$ cat config.mk
export PLATFORM = sky130hd
export DESIGN_NAME = seg7_scanner_flat
export DESIGN_NICKNAME = d
export VERILOG_FILES = /design/src/rtl/seg7_scanner_if.sv /design/src/rtl/seg7_scanner.sv /design/src/flat_wrapper.sv
export SDC_FILE = /design/constraint.sdc
export NUM_CORES = 1
export LEC_CHECK = 0
export BUFFER_PORTS_ARGS = -buffer_cell sky130_fd_sc_hd__buf_4
export CORE_MARGIN = 2
export CORE_UTILIZATION = 40
export DETAILED_ROUTE_END_ITERATION = 12
export GPL_TIMING_DRIVEN = 1
export SLEW_MARGIN = 20
export SYNTH_ARGS = -nofsm -noshare
export SYNTH_HDL_FRONTEND = slang
export SYNTH_SLANG_ARGS = --single-unit
$ cat constraint.sdc
create_clock -name clk -period 6.5 [get_ports clk]
set_input_delay 0.325 -clock clk [delete_from_list [all_inputs] [get_ports clk]]
set_output_delay 0.325 -clock clk [all_outputs]
set_load 0.01 [all_outputs]
$ cat src/rtl/seg7_scanner_if.sv
// Pin-level bundle between the digit-word source and the display back-end.
// The master side supplies the eight digit words. The slave side drives the anode, segment and decimal-point pins.
interface seg7_scanner_if;
   logic [5:0] led0;
   logic [5:0] led1;
   logic [5:0] led2;
   logic [5:0] led3;
   logic [5:0] led4;
   logic [5:0] led5;
   logic [5:0] led6;
   logic [5:0] led7;
   logic [7:0] an;
   logic [6:0] seg;
   logic       dp;

   modport master (
      output led0, led1, led2, led3, led4, led5, led6, led7,
      input  an, seg, dp
   );

   modport slave (
      input  led0, led1, led2, led3, led4, led5, led6, led7,
      output an, seg, dp
   );
endinterface

$ cat src/rtl/seg7_scanner.sv
// Time-multiplexed driver for an 8-digit common-anode seven-segment display.
// Each digit slot starts with one blanked dead-time cycle, which stops the previous digit from ghosting.
// The rest of the slot drives the selected digit with hex decode, a decimal point and optional blink gating.
// All pin outputs are registered.
module seg7_scanner #(
   parameter int SCAN_DIV  = 100000,
   parameter int BLINK_DIV = 25000000
) (
   input  logic           clk,
   input  logic           rst,
   seg7_scanner_if.slave  bus
);

   localparam int SW = (SCAN_DIV  > 1) ? $clog2(SCAN_DIV)  : 1;
   localparam int BW = (BLINK_DIV > 1) ? $clog2(BLINK_DIV) : 1;
   localparam logic [SW-1:0] SCAN_LAST  = SW'(SCAN_DIV - 1);
   localparam logic [BW-1:0] BLINK_LAST = BW'(BLINK_DIV - 1);

   logic [SW-1:0] scan_cnt;
   logic [2:0]    idx;
   logic [BW-1:0] blink_cnt;
   logic          blink_phase;

   logic [5:0]    led_word [8];
   logic [5:0]    led_cur;
   logic [6:0]    seg_dec;
   logic [7:0]    an_d;
   logic [6:0]    seg_d;
   logic          dp_d;

   assign led_word[0] = bus.led0;
   assign led_word[1] = bus.led1;
   assign led_word[2] = bus.led2;
   assign led_word[3] = bus.led3;
   assign led_word[4] = bus.led4;
   assign led_word[5] = bus.led5;
   assign led_word[6] = bus.led6;
   assign led_word[7] = bus.led7;
   assign led_cur     = led_word[idx];

   // Slot timer: advance to the next digit on the last cycle of each slot.
   always_ff @(posedge clk) begin
      if (rst) begin
         scan_cnt <= '0;
         idx      <= '0;
      end else if (scan_cnt == SCAN_LAST) begin
         scan_cnt <= '0;
         idx      <= idx + 3'd1;
      end else begin
         scan_cnt <= scan_cnt + SW'(1);
      end
   end

   // Free-running blink half-period timer, independent of the scan timer.
   always_ff @(posedge clk) begin
      if (rst) begin
         blink_cnt   <= '0;
         blink_phase <= 1'b0;
      end else if (blink_cnt == BLINK_LAST) begin
         blink_cnt   <= '0;
         blink_phase <= ~blink_phase;
      end else begin
         blink_cnt   <= blink_cnt + BW'(1);
      end
   end

   // Hex decode to active-low {g,f,e,d,c,b,a}; code F is reserved as blank.
   always_comb begin
      seg_dec = 7'h7F;
      case (led_cur[3:0])
         4'h0: seg_dec = 7'h40;
         4'h1: seg_dec = 7'h79;
         4'h2: seg_dec = 7'h24;
         4'h3: seg_dec = 7'h30;
         4'h4: seg_dec = 7'h19;
         4'h5: seg_dec = 7'h12;
         4'h6: seg_dec = 7'h02;
         4'h7: seg_dec = 7'h78;
         4'h8: seg_dec = 7'h00;
         4'h9: seg_dec = 7'h10;
         4'hA: seg_dec = 7'h08;
         4'hB: seg_dec = 7'h03;
         4'hC: seg_dec = 7'h46;
         4'hD: seg_dec = 7'h21;
         4'hE: seg_dec = 7'h06;
         default: seg_dec = 7'h7F;
      endcase
   end

   // Next pin values. Everything is dark in the dead cycle.
   // During the blink-off phase the segments are blanked but the anode stays on, so scan timing is unchanged.
   always_comb begin
      an_d  = 8'hFF;
      seg_d = 7'h7F;
      dp_d  = 1'b1;
      if (scan_cnt != '0) begin
         an_d = ~(8'b1 << idx);
         if (!(led_cur[5] && blink_phase)) begin
            seg_d = seg_dec;
            dp_d  = ~led_cur[4];
         end
      end
   end

   // Pin registers; these use the counter values present before the edge.
   always_ff @(posedge clk) begin
      if (rst) begin
         bus.an  <= 8'hFF;
         bus.seg <= 7'h7F;
         bus.dp  <= 1'b1;
      end else begin
         bus.an  <= an_d;
         bus.seg <= seg_d;
         bus.dp  <= dp_d;
      end
   end

endmodule

$ cat src/flat_wrapper.sv
// flat-port wrapper written by rule: the top's interface ports become plain ports
module seg7_scanner_flat 
#(
   parameter int SCAN_DIV  = 100000,
   parameter int BLINK_DIV = 25000000
)
  (clk, rst, bus_led0, bus_led1, bus_led2, bus_led3, bus_led4, bus_led5, bus_led6, bus_led7, bus_an, bus_seg, bus_dp);
  seg7_scanner_if bus_i ();
  input  logic clk;
  input  logic rst;
  input wire logic [$bits(bus_i.led0)-1:0] bus_led0;
  input wire logic [$bits(bus_i.led1)-1:0] bus_led1;
  input wire logic [$bits(bus_i.led2)-1:0] bus_led2;
  input wire logic [$bits(bus_i.led3)-1:0] bus_led3;
  input wire logic [$bits(bus_i.led4)-1:0] bus_led4;
  input wire logic [$bits(bus_i.led5)-1:0] bus_led5;
  input wire logic [$bits(bus_i.led6)-1:0] bus_led6;
  input wire logic [$bits(bus_i.led7)-1:0] bus_led7;
  output wire logic [$bits(bus_i.an)-1:0] bus_an;
  output wire logic [$bits(bus_i.seg)-1:0] bus_seg;
  output wire logic [$bits(bus_i.dp)-1:0] bus_dp;
  assign bus_i.led0 = bus_led0;
  assign bus_i.led1 = bus_led1;
  assign bus_i.led2 = bus_led2;
  assign bus_i.led3 = bus_led3;
  assign bus_i.led4 = bus_led4;
  assign bus_i.led5 = bus_led5;
  assign bus_i.led6 = bus_led6;
  assign bus_i.led7 = bus_led7;
  assign bus_an = bus_i.an;
  assign bus_seg = bus_i.seg;
  assign bus_dp = bus_i.dp;
  seg7_scanner #(.SCAN_DIV(SCAN_DIV), .BLINK_DIV(BLINK_DIV)) u_core (.clk(clk), .rst(rst), .bus(bus_i));
endmodule
=== Word-level counts from Yosys, hierarchy flattened ===
Memories as Yosys holds them, arrays and structs flattened. A register that Yosys moved wholly into a read port is not among the register bits.
Index checks and enable logic that the tools add are counted.

* $add $sub $neg: 3
* Magnitude comparators: 1
* Eq/ne operators: 2
* Shift operators: 1
* Muxes and demuxes: 3
* Bitwise gates (word level): 5
* Reduce and logical (&&, ||, !) cells: 6

{| class="wikitable"
|+ Operator list
! operator !! count
|-
| 25-bit by 1-bit adder with 25-bit output (second input constant) || 1
|-
| 25-bit equality test (second input constant) || 1
|-
| 6-bit binary-select mux with 3-bit select || 1
|-
| 17-bit by 1-bit adder with 17-bit output (second input constant) || 1
|-
| 17-bit equality test (second input constant) || 1
|-
| 17-bit nonzero test || 1
|-
| 6-bit two-way mux || 2
|-
| 8-bit NOT || 1
|-
| 1-bit by 3-bit left shift with 8-bit output (first input constant) || 1
|-
| 2-bit OR reduction || 3
|-
| 4-bit greater-or-equal comparator (second input constant) || 1
|-
| 3-bit NOT with 4-bit output || 1
|-
| 3-bit by 1-bit adder with 3-bit output (second input constant) || 1
|-
| 1-bit NOT || 3
|-
| 3-bit OR reduction || 1
|-
| 1-bit logical AND || 1
|}

* Register bits: 55
* Bits in read-only memories: 112
* Input port bits: 50
* Output and inout port bits: 16
* Word-level logic and storage cells: 28
* Memories: 1

{| class="wikitable"
|+ Memory list
! memory !! depth !! width !! rd ports !! clocked after memory_dff !! wr ports !! RTL line !! source
|-
| (no name shown) || 16 || 7 || 1 || 1 || 0 || seg7_scanner.sv:70 || <nowiki>case (led_cur[3:0])</nowiki>
|}

=== Depth between registers and ports, before layout ===
* Word-level depth: 6
* Depth in mapped cells: 9
* Gate-level depth less buffers: 8

=== Worst setup path before layout ===
Ideal clock, no wire load.

* Path type: reg2reg
* Start point: reg u_core.idx[0]
* End point: reg u_core.bus.seg[6]
* Setup time: 0.143 ns
* Arrival time: 1.994 ns
* Data required time: 6.357 ns
* Path slack: 4.363 ns
* Stages on the path, launching flop included: 10
* Path buffers: 1
* Period minus slack after synthesis: 2.137 ns
* Cells stage by stage: dfxtp_1 > buf_6 > mux4_2 > mux2i_1 > inv_1 > ha_1 > inv_1 > nor2_1 > o21ai_1 > o211ai_1

* Longest elaborated chain between the ends: 6

{| class="wikitable"
|+ RTL lines
! element !! RTL line !! source
|-
| start, declared || seg7_scanner.sv:20 || <nowiki>logic [2:0] idx;</nowiki>
|-
| start signal, assigned || seg7_scanner.sv:48 || <nowiki>idx <= idx + 3'd1;</nowiki>
|-
| 3-bit NOT with 4-bit output (not written as such) * || seg7_scanner.sv:39 || <nowiki>assign led_cur = led_word[idx];</nowiki>
|-
| 6-bit binary-select mux with 3-bit select * || seg7_scanner.sv:39 ||
|-
| 6-bit two-way mux (not written as such) * (2 in series) || seg7_scanner.sv:39 ||
|-
| 1-bit logical AND || seg7_scanner.sv:98 || <nowiki>if (!(led_cur[5] && blink_phase)) begin</nowiki>
|-
| 3-bit OR reduction (no line) || -- ||
|-
| end, declared || seg7_scanner_if.sv:23 || <nowiki>output an, seg, dp</nowiki>
|}

Mark *: on every way between the ends. The rest lies on a longest branch, timed or not. The select of a mux whose other input is x is not followed.
A chain may end at the register's enable or synchronous reset.

=== Worst setup path in the final report ===
Same ends and word-level chain as after synthesis.

==> results.md <==
Timing:
- Across all hold checks on the routed design, the worst slack comes to ~0.23 ns.
- The final-report hold violation count was 0.
- Across all setup checks in the final design, the least slack found is 3.86 ns.
- The max-slew violation total from the final report is 0.
- In the final timing run, aggregate negative setup slack is 0 ns.
- In the finished design, the share of the clock period the worst path needs comes to 0.407.
- For the pin with the worst max-slew slack, the measured transition is 0.868 ns.
- The worst pin sits at a relative slew slack of 0.421.
- The achievable frequency is 0.378 GHz.
- The clock arrives with approximately 0.006 ns of skew.
- The shortest period the worst path allows is 2.64 ns.
- The setup-violating endpoint count in the final report is 0.
- Setup repair after global routing left no endpoint under its margin.

Logic synthesis:
- By area the synthesized netlist is led by dfxtp_1, nor2_1, xor2_1, mux4_2, ha_1.
- For this run, the number of Yosys warnings is 0.
- Of the synthesized area, sequential elements account for 0.388.
- The number of distinct standard cells referenced by the synthesized netlist is 42.
- Among all flip-flop cells after synthesis, the most frequent one is dfxtp_1.
- When the netlist entered floorplanning its net count stood at 394.
- The biggest area contributor in the post-synthesis netlist is dfxtp_1.
- Averaged over all synthesized cells, the footprint is approximately 9.7 µm².
- The share of synthesized area in the top cell type comes to 0.388.
- After synthesis the cells add up to 0.00320 mm².
- The synthesized design contains 62 register bits.
- Synthesis produced 330 cells.
- For this run, asynchronously set or reset flops after synthesis account for 0.
- The number of enable-type register cells in the synthesized netlist is 0.
- After synthesis, the most frequently instantiated cells are dfxtp_1, nor2_1, nand2_1.
- The dominant cell by count in the synthesized netlist is dfxtp_1.

Floorplan:
- In this run the standard cell core region covers 0.00773 mm².
- For this configuration, the core starts out at a cell density of 0.414.
- The die boundary width is 93.5 µm.
- From bottom edge to top edge, the die measures 93.5 µm.
- Row generation in the floorplan step produced 32 rows.
- The floorplan step defined a die boundary enclosing 0.00874 mm².
- 66 I/O pins were placed.

Global routing:
- The maximum number of pins on one net before global-route repair is 26.
- In the global route stage, overall resource usage came out at 0.160.
- The via count of the first global-routing pass is 2289.
- The leftover overflow at the end of global routing is 0.
- The first global-routing pass estimated 10.8 mm of wire.
- The initial antenna violation count is 0.

Hold path:
- The worst hold path endpoint is u_core.blink_phase.
- In this run the most critical hold path is launched from rst.
- The type of the most critical hold path is input pin to flop.
- Along the worst hold path, the cell count comes to 2.

Critical path:
- The arrival time of data at the critical path endpoint is 2.84 ns.
- For the worst setup path, the data required time is about 6.7 ns.
- STA classifies the critical path startpoint as a flop.
- The top fanout value on the critical path is 12.
- The worst setup slack for register-to-register paths is between 3 and 4 ns.
- STA classifies the critical path endpoint as a flop.
- The endpoint of the lowest-slack register-to-register path is u_core.bus.seg[6].
- The startpoint of the worst-slack reg-to-reg timing path is u_core.idx[0].
- The critical path class is flop to flop.
- The critical path starts at u_core.idx[0].
- The number of cells on the worst reg-to-reg path is 8.

Clocking:
- The TritonCTS buffer count is 9.
- Clock tree synthesis selected as its root buffer the cell clkbuf_8.
- The H-tree depth is 3.
- Clock latency on the worst-skew pair, taken at its later pin, is 0.33 ns.
- Counting along the longest clock path gives a buffer depth of 2.
- The number of buffers inserted by post-CTS setup repair is 0.
- Clock tree synthesis found a total of 62 sinks.
- The count of hold-fix buffers inserted at cts is 0.
- The number of gates resized after CTS is 0.
- The clock transition at the registers of the reported paths is 0.07 ns.
- TritonCTS built the clock tree.

Final layout:
- The count of non-filler cells in the finished layout is around 500.
- The number of nets in the layout is ~460.
- Compared with the post-synthesis result, the final layout area differs by 22.0%.
- Of the cells placed in the final design, the portion with a size suffix greater than 1 is 0.265.
- With fillers left out, the area of the finished cells amounts to 0.00391 mm².
- The filler cells instantiated in the layout total 739.
- The number of antenna cells inserted is 0.
- The end-of-flow core utilization is 0.506.

Detailed routing:
- The violation count after the first detailed-route iteration is 50.
- The post-detailed-route DRC marker count is 0.
- The number of detailed-route iterations in the first pass is 4.
- The number of nets with antenna violations after routing is 0.
- The routed design uses between 200 and 250 µm of met3 wire.
- Dividing the detail-routed via count by the number of cells gives ~4.9.
- The top metal layer carrying routed signals is met4.
- In the detailed route, the total length drawn on met2 is 3.06 mm.
- The wire length reported by the detailed router is roughly 6.5 mm.
- The overall via count from detail_route is 2442.
- The wire length per cell is around 13 µm.
- The total routed wire length on the met1 layer is between 3 and 4 mm.

Run status:
- The run finished with clean final reports.

Place:
- Detailed placement ended at an HPWL of 4.85 mm.
- The number of I/O port buffers is 65.
- The post-placement setup slack is between 3 and 4 ns.
- After detailed placement, the total cell area comes to 0.00372 mm².
- The congestion estimate from routability-driven global placement came to 0.794.
- Once placement completed, the tool counted placed cells totaling 483.

Power:
- The design draws 0.799 mW.
- The maximum VDD drop is 0.106 mV.
- The static power due to leakage is 1.52 nW.
- In this run the power density over the cells is 205 mW/mm².

Job:
- Across the run, the number of max-cap violations was 0.
==> flip-flops by register name, summed over array words and instances (netlist names) <==
name and count:
u_core.bus.an 8, u_core.bus.seg 7, u_core.bus.dp 1, u_core.scan_cnt 17, u_core.blink_cnt 25, u_core.blink_phase 1, u_core.idx 3
==> worst max-delay path by stage <==
stage                             end  slack [ns]
global route        u_core.bus.seg[6]        3.55
CTS                 u_core.bus.seg[6]        3.81
detailed placement  u_core.bus.seg[6]        3.83
floorplan           u_core.bus.seg[6]        4.36
global placement    u_core.bus.seg[6]        3.91
finish              u_core.bus.seg[6]        3.86
==> layout by cell type, fill, tap and decap left out, types with 3 or more instances in the layout <==
cell type / instances
xor2_1: 21
inv_2: 3
and4_1: 5
nor2_1: 57
nand2_1: 24
and2_1: 3
mux2i_4: 3
dfxtp_1: 62
inv_1: 12
mux4_1: 4
buf_4: 65
nand3_1: 22
nor3_1: 7
mux4_2: 8
and3_1: 6
o211ai_1: 6
nand4_1: 10
nor4_1: 3
clkbuf_8: 10
ha_1: 14
mux2i_1: 3
xnor2_1: 19
==> power by group <==
part	switching (mW)	internal, mW	total (mW)
clock network	0.145	0.184	0.329
registers	0.00459	0.388	0.393
logic	0.0337	0.0432	0.0769
total	0.183	0.616	0.799
==> logic make-up after synthesis <==
logic type,after synthesis,share of synthesized area
AO/OA/AOI/OAI,18,0.0473
XOR/XNOR,40,0.109
adder cells (fa/ha/maj),14,0.0547
buffers and inverters,29,0.0485
flip-flops,62,0.388
multiplexers,18,0.120
AND/OR/NAND/NOR,149,0.233
==> critical path: stages (launching register included) <==
cell      delay [ns]
dfxtp_1         0.72
mux4_2          0.58
mux2i_1         0.43
inv_1           0.13
ha_1            0.28
inv_1           0.07
nor2_1          0.05
o21ai_1         0.15
o211ai_1        0.09
==> metal layers <==
| metal | up-vias | global-route usage |
|---|---|---|
| met5 | - | 0 |
| met4 | 0 | 0.0674 |
| met3 | 12 | 0.0548 |
| met2 | 45 | 0.242 |
| met1 | 1128 | 0.208 |
| li1 | 1257 | - |
==> area by class of cell <==
class | count | area (µm²) | area share
multi-input combinational | 239 | 1810 | 0.462
sequential | 62 | 1240 | 0.318
timing repair buffer | 65 | 488 | 0.125
clock buffer | 11 | 141 | 0.0362
tap | 102 | 128 | 0.0327
inverter | 15 | 56.3 | 0.0144
clock inverter | 4 | 47.5 | 0.0122
Note: power is estimated with default switching activity, not from simulation.
